### config.mk
export PLATFORM = sky130hd
export DESIGN_NAME = rom_arbiter
export DESIGN_NICKNAME = d
export VERILOG_FILES = /design/src/rtl/rom_arbiter_pkg.sv /design/src/rtl/rom_arb_pick.sv /design/src/rtl/rom_arbiter.sv
export SDC_FILE = /design/constraint.sdc
export NUM_CORES = 1
export LEC_CHECK = 0
export BUFFER_PORTS_ARGS = -buffer_cell sky130_fd_sc_hd__buf_2
export CAP_MARGIN = 20
export CORE_AREA = 2 2 115 117
export CTS_CLUSTER_DIAMETER = 40
export DETAILED_ROUTE_END_ITERATION = 10
export DIE_AREA = 0 0 117 119
export GPL_TIMING_DRIVEN = 0
export PLACE_DENSITY = 0.73
export SYNTH_ARGS = -nofsm -noshare
export SYNTH_HDL_FRONTEND = slang
export SYNTH_HIERARCHICAL = 1
export SYNTH_SLANG_ARGS = --single-unit
### constraint.sdc
create_clock -name clk -period 2.75 [get_ports clk]
set_clock_uncertainty 0.05 [all_clocks]
set_input_delay 0.4125 -clock clk [delete_from_list [all_inputs] [get_ports clk]]
set_output_delay 0.4125 -clock clk [all_outputs]
set_load 0.02 [all_outputs]
### src/rtl/rom_arbiter_pkg.sv
// rom_arbiter_pkg: grant encoding and default widths shared by the rom arbiter files
package rom_arbiter_pkg;
  localparam int ADDR_W_DEF = 64;
  localparam int DATA_W_DEF = 32;
  localparam logic [1:0] GNT_NONE = 2'd0;
  localparam logic [1:0] GNT_IF = 2'd1;
  localparam logic [1:0] GNT_DBG = 2'd2;
endpackage

### src/rtl/rom_arb_pick.sv
// rom_arb_pick: two-way grant picker (if_req, dbg_req, last_gnt -> gnt), round-robin when ROM_ARB_RR_EN is defined, else fixed IF priority
module rom_arb_pick
  import rom_arbiter_pkg::*;
(
  input  logic       if_req,
  input  logic       dbg_req,
  input  logic [1:0] last_gnt,
  output logic [1:0] gnt
);
`ifdef ROM_ARB_RR_EN
  logic if_wins;
  assign if_wins = last_gnt != GNT_IF;
`else
  logic if_wins;
  logic unused_last_gnt;
  assign if_wins = 1'b1;
  assign unused_last_gnt = ^last_gnt;
`endif
  always_comb gnt = (if_req && (!dbg_req || if_wins)) ? GNT_IF : dbg_req ? GNT_DBG : GNT_NONE;
endmodule

### src/rtl/rom_arbiter.sv
// rom_arbiter: shares one combinational ROM between IF and DBG read ports, same-cycle grant, registered response one cycle later (conflict rule set by ROM_ARB_RR_EN)
module rom_arbiter
  import rom_arbiter_pkg::*;
#(
  parameter int ADDR_W = ADDR_W_DEF,
  parameter int DATA_W = DATA_W_DEF
) (
  input  logic              clk,
  input  logic              rst,
  input  logic              if_req,
  input  logic [ADDR_W-1:0] if_addr,
  output logic              if_gnt,
  output logic              if_rvalid,
  output logic [DATA_W-1:0] if_rdata,
  input  logic              dbg_req,
  input  logic [ADDR_W-1:0] dbg_addr,
  output logic              dbg_gnt,
  output logic              dbg_rvalid,
  output logic [DATA_W-1:0] dbg_rdata,
  output logic              rom_ce,
  output logic [ADDR_W-1:0] rom_addr,
  input  logic [DATA_W-1:0] rom_inst
);
  logic [1:0] pick, gnt, last_gnt, resp_owner;
  logic [DATA_W-1:0] if_q, dbg_q;
  rom_arb_pick u_pick (.if_req(if_req), .dbg_req(dbg_req), .last_gnt(last_gnt), .gnt(pick));
  assign gnt = rst ? GNT_NONE : pick;
  assign if_gnt = gnt == GNT_IF;
  assign dbg_gnt = gnt == GNT_DBG;
  assign rom_ce = if_gnt || dbg_gnt;
  assign rom_addr = if_gnt ? if_addr : dbg_gnt ? dbg_addr : '0;
  assign if_rvalid = !rst && resp_owner == GNT_IF;
  assign dbg_rvalid = !rst && resp_owner == GNT_DBG;
  assign if_rdata = rst ? '0 : if_q;
  assign dbg_rdata = rst ? '0 : dbg_q;
  always_ff @(posedge clk) begin
    if (rst) begin
      last_gnt <= GNT_DBG;
      resp_owner <= GNT_NONE;
      if_q <= '0;
      dbg_q <= '0;
    end else begin
      resp_owner <= gnt;
      if (gnt != GNT_NONE) last_gnt <= gnt;
      if (if_gnt) if_q <= rom_inst;
      if (dbg_gnt) dbg_q <= rom_inst;
    end
  end
endmodule

# Yosys cells after proc, flatten, opt, wreduce, memory -nomap -nowiden
# Cells that the tools add are included.
[word_totals]
input_bits = 164
word_cells = 18
output_inout_bits = 133
regBits = 66
[op_classes]
n_eq_ne = 4
muxes = 7
n_reduce_logical = 4
[ops]
columns = ["operator", "n"]
rows = [
  ["64-bit 2-to-1 mux", 2],
  ["32-bit 2-to-1 mux", 2],
  ["2-bit 2-to-1 mux", 3],
  ["2-bit by 1-bit == test with 1-bit output (second input constant)", 2],
  ["2-bit == test (second input constant)", 2],
  ["1-bit logical AND", 2],
  ["1-bit zero test", 1],
  ["1-bit logical OR", 1],
]

# Longest topological paths before layout
[logic_depth]
word_depth = 6
ltp_mapped = 10
mapped_depth_nobuf = 6

# Modules after synthesis
# Netlist, hierarchy kept.
[modules_own_cells]
columns = ["mod", "area_each_um2", "n_inst", "seq_area_each_um2", "cells_per_inst"]
rows = [
  ["rom_arbiter", 3570.9, 1, 1361.3, 377],
  ["rom_arb_pick", 21.3, 1, 0.0, 2],
]

# Worst setup path before layout
# No wires, ideal clock.
[synth_path]
kind = "input to output"
startpoint = "in rst"
endpoint = "out rom_addr[23]"
t_required_ns = 2.288
path_buffers = 5
t_arrival_ns = 2.031
path_stages = 9
path_slack_ns = 0.256
path_cell_list = "buf_2 -> buf_2 -> nand2b_1 -> inv_2 -> ha_1 -> buf_6 -> buf_4 -> buf_2 -> a22o_1"
[synth_between]
elab_cells_between_ends = 5
classes_between = "2 x eq/ne; 3 x mux"
[synth_rtl]
columns = ["element", "line_no", "source"]
rows = [
  ["start, declared", "rom_arbiter.sv:9", "input logic rst,"],
  ["2-bit 2-to-1 mux", "rom_arbiter.sv:27", "assign gnt = rst ? GNT_NONE : pick;"],
  ["named net gnt[0]", "rom_arbiter.sv:24", "logic [1:0] pick, gnt, last_gnt, resp_owner;"],
  ["2-bit by 1-bit == test with 1-bit output", "rom_arbiter.sv:28", "assign if_gnt = gnt == GNT_IF;"],
  ["named net if_gnt", "rom_arbiter.sv:12", "output logic if_gnt,"],
  ["64-bit 2-to-1 mux", "rom_arbiter.sv:31", "assign rom_addr = if_gnt ? if_addr : dbg_gnt ? dbg_addr : '0;"],
  ["end, declared", "rom_arbiter.sv:21", "output logic [ADDR_W-1:0] rom_addr,"],
]
# The timed path passes the listed nets, and every way through them passes these cells.

# Worst setup path after layout
[layout_path]
startpoint = "in rst"
endpoint = "out rom_addr[23]"
[layout_between]
elab_chain_cells = 4
elab_cells_between_ends = 5
classes_between = "2 x eq/ne; 3 x mux"
[layout_rtl]
columns = ["element", "line_no", "source"]
rows = [
  ["2-bit 2-to-1 mux (*)", "rom_arbiter.sv:27", ""],
  ["named net gnt[0]", "rom_arbiter.sv:24", ""],
  ["2-bit == test", "rom_arbiter.sv:29", "assign dbg_gnt = gnt == GNT_DBG;"],
  ["64-bit 2-to-1 mux", "rom_arbiter.sv:31", ""],
  ["64-bit 2-to-1 mux (*)", "rom_arbiter.sv:31", ""],
]
# The timed path passes the listed nets; every way through them passes the cells marked *.

==> Implementation_results.wiki <==
{| class="wikitable"
! Metric !! Value
|-
| RSZ-0062 raised after global routing || no
|-
| Ratio of routed vias to standard cells || 4.55
|-
| Multi-input gate area in the final layout || 0.00194 mm^2
|-
| Clock edge transition at the registers on the reported setup and hold paths || 0.05 ns
|-
| Insertion delay to the later sink of the worst-skew pair || between 0.3 and 0.4 ns
|-
| Count of endpoints failing hold in the final timing report || 0
|-
| Fin worst setup slack || 0.120 ns
|-
| Mapped Cells || 373
|-
| Slew HR || 0.634
|-
| Met1 layer usage reported by global route || 0.271
|-
| Combinational cell fraction of total power || 0.210
|-
| Clock network fraction of design power || 0.429
|-
| Total negative slack || 0 ns
|-
| Pin count of the biggest net entering global routing || 18
|-
| Total leakage power || 2.90 nW
|-
| Ports placed on the boundary || 297
|-
| Antenna violations before repair || 2
|-
| GRT Resource Usage Total || 0.205
|-
| Maximum fanout count along the critical path || 17
|-
| Cell Rows || 42
|-
| CP endpoint kind || output pin
|-
| Worst endpoint data arrival time || between 2 and 2.5 ns
|-
| Syn_area_per_cell || 9.45 um^2
|-
| Slowest-stage cell, CP || sky130_fd_sc_hd__nand2b_1
|-
| Net switching share of the total power || 0.271
|-
| Peak VDD IR || 0.000328 V
|-
| Switching Power || 0.000758 W
|-
| Number of global-route vias before repair || between 3,000 and 4,000
|-
| Maximum count of clock buffers along a single path || 2
|-
| Run status || complete, no violations
|-
| Final net count || 845
|-
| Proportion of layout cells with a drive suffix above 1 || 0.505
|-
| CP dominant cell by count || sky130_fd_sc_hd__clkbuf_4
|-
| Chip Height || 119 um
|-
| Minimum setup slack after placement || -0.175 ns
|-
| Setup crit start kind || primary input
|-
| Overall overflow remaining after global route || 0
|-
| Initial detailed-routing violation count || 130
|-
| Routed vias || between 3,000 and 4,000
|-
| DRC Markers || 0
|-
| HPWL reported at the end of detailed placement || 12.5 mm
|-
| Die Footprint || 0.0139 mm^2
|-
| Max H-tree Level || 3
|-
| Area of the core || roughly 0.013 mm^2
|-
| Hold_buf cts || 0
|-
| CTS tree || built
|-
| Wire length of the first global-routing pass || 21.0 mm
|-
| Sequential cell area || 0.00132 mm^2
|-
| Crit path required time || around 2.3 ns
|-
| Fin util || 0.431
|-
| TritonCTS Buffers || 9
|-
| Critical path, cell by cell || clkbuf_4, nand2b_1, inv_2, ha_1, buf_6, buf_4, clkbuf_4, a22o_1, buf_2
|-
| # port buffers || 295
|-
| GR met3 Demand/Resource || 0.0743
|-
| Die X-Extent || 117 um
|-
| Final critical delay including setup and external delays || 2.63 ns
|-
| Count of filler cells inserted in the layout || 1,315
|-
| Post-DR wirelength/cell || 17.8 um
|-
| Max-capacitance violation count || 0
|-
| Drt pass-1 iters || 4
|-
| Met2 routing resource usage after global routing || 0.323
|-
| Antenna viol nets, final || 0
|-
| Setup Crit Path Kind || primary input to output pin
|-
| Final weighted congestion in routability-driven placement || between 0.9 and 1
|-
| Total power after layout || 0.00280 W
|-
| Part of the cycle the worst path needs || 0.956
|-
| Kind of path behind the tightest hold check || primary input to register
|-
| Post-synthesis to final-layout area growth || 57.3%
|-
| Peak per-stage delay on the critical path || 0.25 ns
|-
| Maximum clock rate || roughly 380 MHz
|-
| Final setup fails || 0
|-
| Post-Synthesis Net Count || between 500 and 600
|-
| Most heavily used metal layer in global routing || met2
|-
| Power density over cell area || 505 mW/mm^2
|-
| Number of max-slew violations in the final report || 0
|-
| Clock Root Buffer || sky130_fd_sc_hd__clkbuf_16
|-
| Routed wire length || 15.3 mm
|-
| Relative contribution of sequential cells to total power || 0.361
|-
| Slew at the pin with the worst max-slew slack || between 0.5 and 0.6 ns
|-
| Count of yosys warnings during synthesis || 6
|-
| Initial core utilization || 0.274
|-
| Cell area after synthesis || 0.00352 mm^2
|-
| Pint || between 0.002 and 0.0025 W
|-
| Sink count of the clock tree || 66
|}
stage by stage:
step | area, um^2 | hold slack (ns) | cells
2_1_floorplan | 3520 | 0.402 | 373
3_3_place_gp | 5220 | 0.413 | 844
3_5_place_dp | 5220 | 0.422 | 844
4_1_cts | 5530 | 0.282 | 859
5_1_grt | 5540 | 0.298 | 859
6_report | 5540 | 0.291 | 861
layout by cell type (no fill, tap or decap), types with 3 or more instances in the layout:
| cell type | count |
|---|---|
| sky130_fd_sc_hd__clkbuf_4 | 3 |
| sky130_fd_sc_hd__nor2_1 | 64 |
| sky130_fd_sc_hd__clkbuf_1 | 10 |
| sky130_fd_sc_hd__inv_2 | 4 |
| sky130_fd_sc_hd__a22o_1 | 64 |
| sky130_fd_sc_hd__buf_2 | 304 |
| sky130_fd_sc_hd__ha_1 | 3 |
| sky130_fd_sc_hd__buf_4 | 7 |
| sky130_fd_sc_hd__buf_6 | 9 |
| sky130_fd_sc_hd__nor2b_1 | 64 |
| sky130_fd_sc_hd__clkbuf_16 | 9 |
| sky130_fd_sc_hd__dfxtp_1 | 66 |
| sky130_fd_sc_hd__mux2i_1 | 64 |
critical path: cells and delay by family:
kind	cells	cell delay, ns
compound gates	1	0.20
simple gates	1	0.25
fa+ha+maj	1	0.17
buf+inv	6	1.13
area by class of cell:
cell class                      instances  share of cell area
Buffer                                 37              0.0463
Timing Repair Buffer                  295               0.266
Tap cell                              176              0.0397
Sequential cell                        66               0.238
Inverter                                4             0.00271
Clock inverter                          5              0.0142
Antenna cell                            2            0.000903
Clock buffer                           11              0.0420
Multi-Input combinational cell        265               0.349
flip-flops by register name, indices dropped and copies added, names as in the netlist:
signal,cells
if_q,32
resp_owner,2
dbg_q,32
what timing repair did:
| action | in CTS | in global routing |
|---|---|---|
| hold endpoints to repair | 0 | 0 |
| gates cloned | 0 | 0 |
| setup endpoints to repair | 34 | 37 |
| setup buffers | 0 | 0 |
| resized for setup | 1 | 4 |
layer usage:
metal / part of all wire / vias up
li1: - / 1896
met1: 0.44 / 1816
met2: 0.44 / 197
met3: 0.11 / 10
met4: 0.0089 / 0
met5: 0 / -
path summary, 6_finish.rpt:
kind | endpoint | cells after the start | start | slack (ns)
worst max-delay path | rom_addr[23] | 9 | rst | 0.12
worst max register to register | if_q[31] | 2 | if_q[31] | 2.08
worst min register to register | dbg_q[13] | 2 | dbg_q[13] | 0.43
worst min-delay path | dbg_q[10] | 3 | rom_inst[10] | 0.29
power groups by stage:
stage	sequential (W)	clock, W	combinational (W)
after detailed placement	0.00103	0	0.000586
after floorplan	0.00103	0	0.000320
after global routing	0.00101	0.00126	0.000627
after CTS	0.00101	0.00122	0.000590
after global placement	0.00103	0	0.000583
final	0.00101	0.00120	0.000587
(Power assumes the default switching activity.)
